<file path="config.mk">
export PLATFORM = sky130hd
export DESIGN_NAME = pc_fetch_ctrl_flat
export DESIGN_NICKNAME = d
export VERILOG_FILES = /design/src/rtl/pc_fetch_ctrl_pkg.sv /design/src/rtl/pc_fetch_ctrl_if.sv /design/src/rtl/pc_next_sel.sv /design/src/rtl/pc_fetch_ctrl.sv /design/src/flat_wrapper.sv
export SDC_FILE = /design/constraint.sdc
export NUM_CORES = 1
export LEC_CHECK = 0
export CORE_ASPECT_RATIO = 0.7
export CORE_MARGIN = 2
export CORE_UTILIZATION = 45
export CTS_BUF_LIST = sky130_fd_sc_hd__clkbuf_16
export DETAILED_ROUTE_END_ITERATION = 16
export GPL_ROUTABILITY_DRIVEN = 1
export PLACE_DENSITY_LB_ADDON = 0.08
export SYNTH_ARGS = -nofsm -noshare
export SYNTH_HDL_FRONTEND = slang
export SYNTH_SLANG_ARGS = --single-unit
</file>
<file path="constraint.sdc">
create_clock -name clk -period 2.4 [get_ports clk]
set_input_delay 0.48 -clock clk [delete_from_list [all_inputs] [get_ports clk]]
set_output_delay 0.48 -clock clk [all_outputs]
set_load 0.005 [all_outputs]
</file>
<file path="src/rtl/pc_fetch_ctrl_pkg.sv">
// rtl/pc_fetch_ctrl_pkg.sv - shared widths, reset defaults and fetch FSM encodings
package pc_fetch_ctrl_pkg;

   localparam int unsigned DEF_PC_WIDTH  = 32;
   localparam logic [0:31] DEF_BOOT_ADDR = 32'd200;
   localparam logic [0:31] DEF_PC_STEP   = 32'd1;

   typedef enum logic [2:0] {
      IDLE   = 3'd0,
      REQ    = 3'd1,
      HOLD   = 3'd2,
      HALTED = 3'd3
   } fetch_state_e;

endpackage

</file>
<file path="src/rtl/pc_fetch_ctrl_if.sv">
// rtl/pc_fetch_ctrl_if.sv - instruction-memory request/acknowledge bus
interface pc_fetch_ctrl_if
   import pc_fetch_ctrl_pkg::*;
#(
   parameter int unsigned PC_WIDTH = DEF_PC_WIDTH
);
   logic                imem_req;
   logic [0:PC_WIDTH-1] imem_addr;
   logic                imem_ack;
   logic [0:PC_WIDTH-1] imem_data;

   modport master (
      output imem_req,
      output imem_addr,
      input  imem_ack,
      input  imem_data
   );

   modport slave (
      input  imem_req,
      input  imem_addr,
      output imem_ack,
      output imem_data
   );
endinterface

</file>
<file path="src/rtl/pc_next_sel.sv">
// rtl/pc_next_sel.sv - next program counter: redirect target or wrapping increment
module pc_next_sel
   import pc_fetch_ctrl_pkg::*;
#(
   parameter int unsigned PC_WIDTH = DEF_PC_WIDTH
) (
   input  logic [0:PC_WIDTH-1] pc,
   input  logic                br_taken,
   input  logic [0:PC_WIDTH-1] br_target,
   input  logic [0:PC_WIDTH-1] step,
   output logic [0:PC_WIDTH-1] next_pc
);

   always_comb begin
      next_pc = pc + step;
      if (br_taken) begin
         next_pc = br_target;
      end
   end

endmodule

</file>
<file path="src/rtl/pc_fetch_ctrl.sv">
// rtl/pc_fetch_ctrl.sv - fetch sequencer: owns the PC, drives the imem handshake,
// presents fetched words to decode with redirect, stall and halt handling
module pc_fetch_ctrl
   import pc_fetch_ctrl_pkg::*;
#(
   parameter int unsigned         PC_WIDTH  = DEF_PC_WIDTH,
   parameter logic [0:PC_WIDTH-1] BOOT_ADDR = DEF_BOOT_ADDR,
   parameter logic [0:PC_WIDTH-1] PC_STEP   = DEF_PC_STEP
) (
   input  logic                clk,
   input  logic                rst,
   input  logic                start,
   input  logic                stall,
   input  logic                br_taken,
   input  logic [0:PC_WIDTH-1] br_target,
   input  logic                halt,
   pc_fetch_ctrl_if.master     imem,
   output logic [0:PC_WIDTH-1] instr,
   output logic                instr_valid,
   output logic [0:PC_WIDTH-1] pc,
   output logic [0:2]          state
);

   fetch_state_e        state_q, state_d;
   logic                req_q, req_d;
   logic [0:PC_WIDTH-1] addr_q, addr_d;
   logic [0:PC_WIDTH-1] instr_q, instr_d;
   logic                valid_q, valid_d;
   logic [0:PC_WIDTH-1] pc_q, pc_d;
   logic                sel_br;
   logic [0:PC_WIDTH-1] next_pc;

   // halt outranks a redirect; a halted capture still advances the PC sequentially
   assign sel_br = br_taken && !halt && ((state_q == REQ) || (state_q == HOLD));

   pc_next_sel #(
      .PC_WIDTH (PC_WIDTH)
   ) u_next_sel (
      .pc        (pc_q),
      .br_taken  (sel_br),
      .br_target (br_target),
      .step      (PC_STEP),
      .next_pc   (next_pc)
   );

   always_comb begin
      state_d = state_q;
      req_d   = req_q;
      addr_d  = addr_q;
      instr_d = instr_q;
      valid_d = valid_q;
      pc_d    = pc_q;
      case (state_q)
         IDLE: begin
            valid_d = 1'b0;
            if (halt) begin
               state_d = HALTED;
            end else if (start) begin
               state_d = REQ;
               req_d   = 1'b1;
               addr_d  = pc_q;
            end
         end
         REQ: begin
            if (!imem.imem_ack) begin
               // halt waits for the ack; a redirect retargets the live request
               valid_d = 1'b0;
               if (br_taken) begin
                  pc_d   = br_target;
                  addr_d = br_target;
               end
            end else begin
               instr_d = imem.imem_data;
               valid_d = 1'b1;
               pc_d    = next_pc;
               if (halt) begin
                  state_d = HALTED;
                  req_d   = 1'b0;
               end else if (br_taken) begin
                  valid_d = 1'b0;
                  addr_d  = next_pc;
               end else if (stall) begin
                  state_d = HOLD;
                  req_d   = 1'b0;
               end else begin
                  addr_d = next_pc;
               end
            end
         end
         HOLD: begin
            if (halt) begin
               state_d = HALTED;
               valid_d = 1'b0;
            end else if (br_taken) begin
               pc_d    = next_pc;
               valid_d = 1'b0;
               if (!stall) begin
                  state_d = REQ;
                  req_d   = 1'b1;
                  addr_d  = next_pc;
               end
            end else if (!stall) begin
               state_d = REQ;
               req_d   = 1'b1;
               addr_d  = pc_q;
               valid_d = 1'b0;
            end
         end
         HALTED: begin
            req_d   = 1'b0;
            valid_d = 1'b0;
         end
         default: begin
            state_d = IDLE;
            req_d   = 1'b0;
            valid_d = 1'b0;
         end
      endcase
   end

   always_ff @(posedge clk or negedge rst) begin
      if (!rst) begin
         state_q <= IDLE;
         req_q   <= 1'b0;
         addr_q  <= '0;
         instr_q <= '0;
         valid_q <= 1'b0;
         pc_q    <= BOOT_ADDR;
      end else begin
         state_q <= state_d;
         req_q   <= req_d;
         addr_q  <= addr_d;
         instr_q <= instr_d;
         valid_q <= valid_d;
         pc_q    <= pc_d;
      end
   end

   assign imem.imem_req  = req_q;
   assign imem.imem_addr = addr_q;
   assign instr          = instr_q;
   assign instr_valid    = valid_q;
   assign pc             = pc_q;
   assign state          = state_q;

endmodule

</file>
<file path="src/flat_wrapper.sv">
// flat-port wrapper written by rule: the top's interface ports become plain ports
module pc_fetch_ctrl_flat import pc_fetch_ctrl_pkg::*;
#(
   parameter int unsigned         PC_WIDTH  = DEF_PC_WIDTH,
   parameter logic [0:PC_WIDTH-1] BOOT_ADDR = DEF_BOOT_ADDR,
   parameter logic [0:PC_WIDTH-1] PC_STEP   = DEF_PC_STEP
)
  (clk, rst, start, stall, br_taken, br_target, halt, instr, instr_valid, pc, state, imem_imem_req, imem_imem_addr, imem_imem_ack, imem_imem_data);
  pc_fetch_ctrl_if #(.PC_WIDTH(PC_WIDTH)) imem_i ();
  input  logic clk;
  input  logic rst;
  input  logic start;
  input  logic stall;
  input  logic br_taken;
  input  logic [0:PC_WIDTH-1] br_target;
  input  logic halt;
  output logic [0:PC_WIDTH-1] instr;
  output logic instr_valid;
  output logic [0:PC_WIDTH-1] pc;
  output logic [0:2] state;
  output wire logic [$bits(imem_i.imem_req)-1:0] imem_imem_req;
  output wire logic [$bits(imem_i.imem_addr)-1:0] imem_imem_addr;
  input wire logic [$bits(imem_i.imem_ack)-1:0] imem_imem_ack;
  input wire logic [$bits(imem_i.imem_data)-1:0] imem_imem_data;
  assign imem_imem_req = imem_i.imem_req;
  assign imem_imem_addr = imem_i.imem_addr;
  assign imem_i.imem_ack = imem_imem_ack;
  assign imem_i.imem_data = imem_imem_data;
  pc_fetch_ctrl #(.PC_WIDTH(PC_WIDTH), .BOOT_ADDR(BOOT_ADDR), .PC_STEP(PC_STEP)) u_core (.clk(clk), .rst(rst), .start(start), .stall(stall), .br_taken(br_taken), .br_target(br_target), .halt(halt), .imem(imem_i), .instr(instr), .instr_valid(instr_valid), .pc(pc), .state(state));
endmodule
</file>
# Word-level counts from Yosys, hierarchy flattened

Cells that the tools add are included.

Flip-flop bits (word level): 101
Bits in latches: 0
Memory bits (writable): 0
Bits in read-only memories: 0
Output and inout bits: 101
Word-level logic and storage cells: 78
Memories: 0

Add/subtract/negate cells: 1
Multiply operators: 0
Div/mod/pow operators: 0
Order comparisons: 0
Equality and inequality tests: 17
Shift operators: 0
Muxes and demuxes: 41
Bitwise operators: 1
Reductions and logical operators: 12

Operator list:

| operator                | number |
|---|---|
| $mux W32                | 14 |
| $pmux W32 S3            | 1 |
| $pmux W32 S2            | 1 |
| $add A32 B1 Y32 const B | 1 |
| $mux W3                 | 8 |
| $ne A3 B3 Y1 const B    | 7 |
| $mux W1                 | 14 |
| $reduce_and A7 Y1       | 2 |
| $ne A2 B2 Y1 const B    | 6 |
| $pmux W3 S4             | 1 |
| $eq A3 B2 Y1 const B    | 2 |
| $reduce_and A6 Y1       | 1 |
| $ne A4 B4 Y1 const B    | 1 |
| $reduce_and A4 Y1       | 1 |
| $eq A3 B1 Y1 const B    | 1 |
| $logic_not A3 Y1        | 1 |
| $pmux W1 S3             | 1 |
| $reduce_bool A3 Y1      | 1 |
| $logic_and A1 B1 Y1     | 2 |
| $pmux W1 S2             | 1 |
| $reduce_and A2 Y1       | 1 |
| $reduce_bool A2 Y1      | 1 |
| $logic_not A1 Y1        | 1 |
| $logic_or A1 B1 Y1      | 1 |
| $not A1 Y1              | 1 |

# Logic depth before layout (Yosys ltp)

Word-level depth: 9
Mapped depth: 11
Depth with buffers taken out: 8

# By module

A second synthesis with hierarchy kept.

Cell total of the unflattened synthesis: 958
Area, all modules: 8471.9 um^2

By module, submodules not included:

| module        | instances | cells each | area each (um^2) | sequential area each (um^2) |
|---|---|---|---|---|
| pc_fetch_ctrl | 1         | 650        | 6463.7           | 2506.2 |
| pc_next_sel   | 1         | 308        | 2008.2           | 0.0 |

# Least setup slack after synthesis

Ideal clock, no wire load.

Kind: register -> register
Start point: register u_core.pc_q (netlist bit u_core.pc[25])
End point: register u_core.addr_q (netlist bit u_core.imem.imem_addr[8])
Library setup time: 0.140 ns
Arrival time: 2.060 ns
Required time: 2.260 ns
Setup slack: 0.199 ns
Stages on the path, launching flop included: 8
Period minus slack after synthesis: 2.201 ns
Cell sequence: dfstp_2 -> buf_2 -> nand4_4 -> nor4_1 -> nand2_1 -> xnor2_1 -> a2111oi_0 -> o311ai_1

Word-level cells in the longest chain between the ends: 7

Ends and longest elaborated chain:

| item                     | RTL line                                 | RTL |
|---|---|---|
| start: declaration       | pc_fetch_ctrl.sv:29                      | `logic [0:PC_WIDTH-1] pc_q, pc_d;` |
| start signal: assignment | pc_fetch_ctrl.sv:135                     | `pc_q <= pc_d;` |
| $add A32 B1 Y32 (*)      | pc_next_sel.sv:15                        | `next_pc = pc + step;` |
| $mux W32 (*)             | pc_next_sel.sv:16                        | `if (br_taken) begin` |
| $mux W32                 | pc_fetch_ctrl.sv:82, pc_fetch_ctrl.sv:97 |  |
| $mux W32                 | pc_fetch_ctrl.sv:79                      | `end else if (br_taken) begin` |
| $mux W32                 | pc_fetch_ctrl.sv:76                      | `if (halt) begin` |
| $mux W32                 | pc_fetch_ctrl.sv:65                      | `if (!imem.imem_ack) begin` |
| $pmux W32 S3 (*)         | pc_fetch_ctrl.sv:53                      | `case (state_q)` |
| end signal: assignment   | pc_fetch_ctrl.sv:132                     | `addr_q <= addr_d;` |
| end: declaration         | pc_fetch_ctrl.sv:26                      | `logic [0:PC_WIDTH-1] addr_q, addr_d;` |

Every way passes the cells marked *; elsewhere a longest branch is shown, timed or not. The select of a mux whose other input is x is not followed.
A chain may end at the register's enable or synchronous reset.

# Worst setup path after layout

Start point: register u_core.state_q[0], in the netlist u_core.state[2]
End point: register u_core.addr_q (netlist bit u_core.imem.imem_addr[30])

Word-level cells in the longest chain between the ends: 9

Ends and longest elaborated chain:

| item                                                | RTL line                                 | RTL |
|---|---|---|
| start: declaration                                  | pc_fetch_ctrl.sv:24                      | `fetch_state_e state_q, state_d;` |
| start signal: assignment                            | pc_fetch_ctrl.sv:130                     | `state_q <= state_d;` |
| $eq A3 B1 Y1 / $eq A3 B2 Y1 (equally long branches) | pc_fetch_ctrl.sv:34, pc_fetch_ctrl.sv:53 |  |
| $logic_or A1 B1 Y1                                  | pc_fetch_ctrl.sv:34                      | `assign sel_br = br_taken && !halt && ((state_q == REQ) \|\| (state_q == HOLD));` |
| $logic_and A1 B1 Y1                                 | pc_fetch_ctrl.sv:34                      |  |
| $mux W32                                            | pc_next_sel.sv:16                        |  |
| $mux W32                                            | pc_fetch_ctrl.sv:82, pc_fetch_ctrl.sv:97 |  |
| $mux W32                                            | pc_fetch_ctrl.sv:79                      |  |
| $mux W32                                            | pc_fetch_ctrl.sv:76                      |  |
| $mux W32                                            | pc_fetch_ctrl.sv:65                      |  |
| $pmux W32 S3                                        | pc_fetch_ctrl.sv:53                      |  |

Parallel ways exist; a longest one is shown, timed or not. The select of a mux whose other input is x is not followed.

==> run metrics <==
status complete, no violations; Total Wirelength roughly 31000 um; nets 1329; Pwr Total around 4.2 mW; distinct cell type count after synthesis 74; Initial Util 0.461; largest net degree at the start of global routing 45; commonest non-fill, non-tap cell in the layout nand2_1; Max Fclk 0.431 GHz; Synthesized Nets between 1000 and 1500; Tmin final ~2.3 ns; sequential fraction of the synthesis area 0.333; setup ws final a little under 0.08 ns; Async SR Flop Fraction 1.00; die area roughly 0.018 mm2; reg-to-reg endpoint u_core.imem.imem_addr[30]$_DFFE_PN0P_; TritonCTS clock tree built; n_diodes 0; GRT Max-Usage Layer met1; Iter 0 DRT Violations between 1000 and 1500; Slew Viols, Final 0; met1 usage 0.519; HP Class in2async; Final setup viols 0; area growth from synthesis to layout 42.5%; pre-CTS WS -0.142 ns; worst skew pair latency between 0.3 and 0.4 ns; fill count approximately 1400; vias per inst between 6 and 7; synth warn 0; CP Launch Type register; FF/Latch Area roughly 0.0025 mm2; worst vdd ir 0.000339 V; Pre-Repair DR Iteration Count 6; global route overflow 0; Post-Syn Area approximately 0.0075 mm2; FF-to-FF setup slack roughly 0.078 ns; Final Hold Viols 0; Max Cap Viol 0; total track usage 0.350; DP HPWL roughly 23000 um; cell row count 39; share of layout cells above drive strength 1 0.153; critical register-to-register path startpoint u_core.state[2]$_DFFE_PN0P_; Die X ~160 um; multi-input logic area between 0.004 and 0.005 mm2; htree depth 3; Crit Path Class reg2reg; clock-pin slew on the worst setup and hold paths around 0.090 ns; Pwr Density 392 mW/mm2; R2R depth 9; total CTS buffers 9; Worst EP required 2.63 ns; core area 0.0163 mm2; CTS sink count 100; Routed wire per std cell around 21 um; Gate Count Post-Synth a little over 1000; first-pass GRT wire length about 48000 um; PortBufs between 150 and 200; placer congestion estimate a little over 1; initial antenna violation count 0; Rel. slew slack 0.540; worst-margin pin slew just under 0.7 ns; WP data arrival 2.55 ns; CP Capture Type register; post-route ant nets 0; I/O pin count between 150 and 200; TNS Setup 0 ns; cell area after layout 0.0107 mm2; Clock Tree Buf Depth 2; number of enable flip-flop cells after synthesis 0; Root Buffer clkbuf_16; Avg Cell Area, Syn approximately 7.4 um2; Main synth FF type dfrtp_1; LEAKAGE 4.44 nW; clk_skew ~0.016 ns; met3 Usage GRT 0.108; flops & latches, synth 100; Non-Filler Instances approximately 1500; vias in the first global route 8421; placed inst area ~0.010 mm2; met2 Track Usage GR 0.482; most frequent cells in the layout 189 x nand2_1, 167 x clkdlybuf4s50_1, 134 x buf_4, 97 x dfrtp_1, 92 x o21ai_0; vias just over 9000; CP Max Fanout 11; die height approximately 110 um; DRC errors left 0; Placed Instances ~1500; crit share post-route 0.967; Hold Buf Count CTS 0
[power by group]
part | total, mW | switching (mW) | internal (mW)
Sequential | 1.79 | 0.0469 | 1.74
Clock | 1.67 | 0.746 | 0.926
Combinational | 0.753 | 0.385 | 0.368
Total | 4.21 | 1.18 | 3.03
[Yosys cell counts, types with 12 or more instances]
cell type / number / area, um2
clkbuf_1: 61 / 229
buf_2: 19 / 95.1
nor2_1: 89 / 334
or3_1: 15 / 93.8
xnor2_1: 17 / 149
o22ai_1: 25 / 156
nand3_1: 37 / 185
a21oi_1: 81 / 405
nor3_1: 21 / 105
o21ai_0: 92 / 460
a31oi_1: 21 / 131
inv_1: 19 / 71.3
o211ai_1: 18 / 135
mux2i_1: 12 / 120
dfrtp_1: 97 / 2430
nand2_1: 190 / 713
[metrics by stage]
stage	util	hold slack, ns
3_5_place_dp	0.632	0.461
5_1_grt	0.656	0.183
6_report	0.656	0.146
4_1_cts	0.653	0.163
3_3_place_gp	0.632	0.456
2_1_floorplan	-	0.184
[worst max-delay path, stage by stage (launching register included)]
cell	delay [ns]
dfrtp_1	0.37
inv_1	0.09
ha_1	0.37
and3b_1	0.28
buf_4	0.23
mux2i_1	0.25
and2_1	0.15
o31ai_1	0.06
a221oi_1	0.24
o21ai_0	0.14
[layout make-up]
cell class,instances,share of cell area
clock buffers,9,0.0210
clock inverters,7,0.00933
inverters,21,0.00770
multi-input cells,805,0.430
flip-flops and latches,100,0.234
well taps,225,0.0262
repair buffers,315,0.272
[flip-flops by register name, summed over array words and instances, names as in the netlist]
| signal | flops |
|---|---|
| u_core.imem.imem_req | 1 |
| u_core.instr_valid | 1 |
| u_core.state | 2 |
| u_core.pc | 32 |
| u_core.imem.imem_addr | 32 |
| u_core.instr | 32 |
[per-layer routing]
layer,wire length (um),share of wire
met4,955,0.031
met2,12700,0.41
met1,13200,0.42
met5,0,0
met3,4390,0.14
[what timing repair did]
item                                   in CTS  in global routing
cloned                                      0                  0
pin swaps                                   0                  2
setup endpoints to repair                   1                 27
endpoints found under the hold margin       0                  0
resized for setup                           1                  9
buffers inserted                            0                  3
[worst max-delay path by stage]
stage / start / to / depth (start not counted)
2_1_floorplan: u_core.pc[25]$_DFFE_PN1P_ / u_core.imem.imem_addr[8]$_DFFE_PN0P_ / 7
3_3_place_gp: halt / u_core.imem.imem_addr[18]$_DFFE_PN0P_ / 10
3_5_place_dp: halt / u_core.imem.imem_addr[30]$_DFFE_PN0P_ / 9
4_1_cts: u_core.state[2]$_DFFE_PN0P_ / u_core.imem.imem_addr[27]$_DFFE_PN0P_ / 8
5_1_grt: u_core.state[2]$_DFFE_PN0P_ / u_core.imem.imem_addr[30]$_DFFE_PN0P_ / 9
6_report: u_core.state[2]$_DFFE_PN0P_ / u_core.imem.imem_addr[30]$_DFFE_PN0P_ / 9
[cells by family after synthesis]
family,after synthesis,share of synthesized area
mux,13,0.0174
fa+ha+maj,6,0.00997
other cells,1,0.000498
compound gates,351,0.298
xor+xnor,23,0.0268
buf+inv,113,0.0615
simple gates,411,0.253
flops,100,0.333
(Power assumes the default switching activity.)
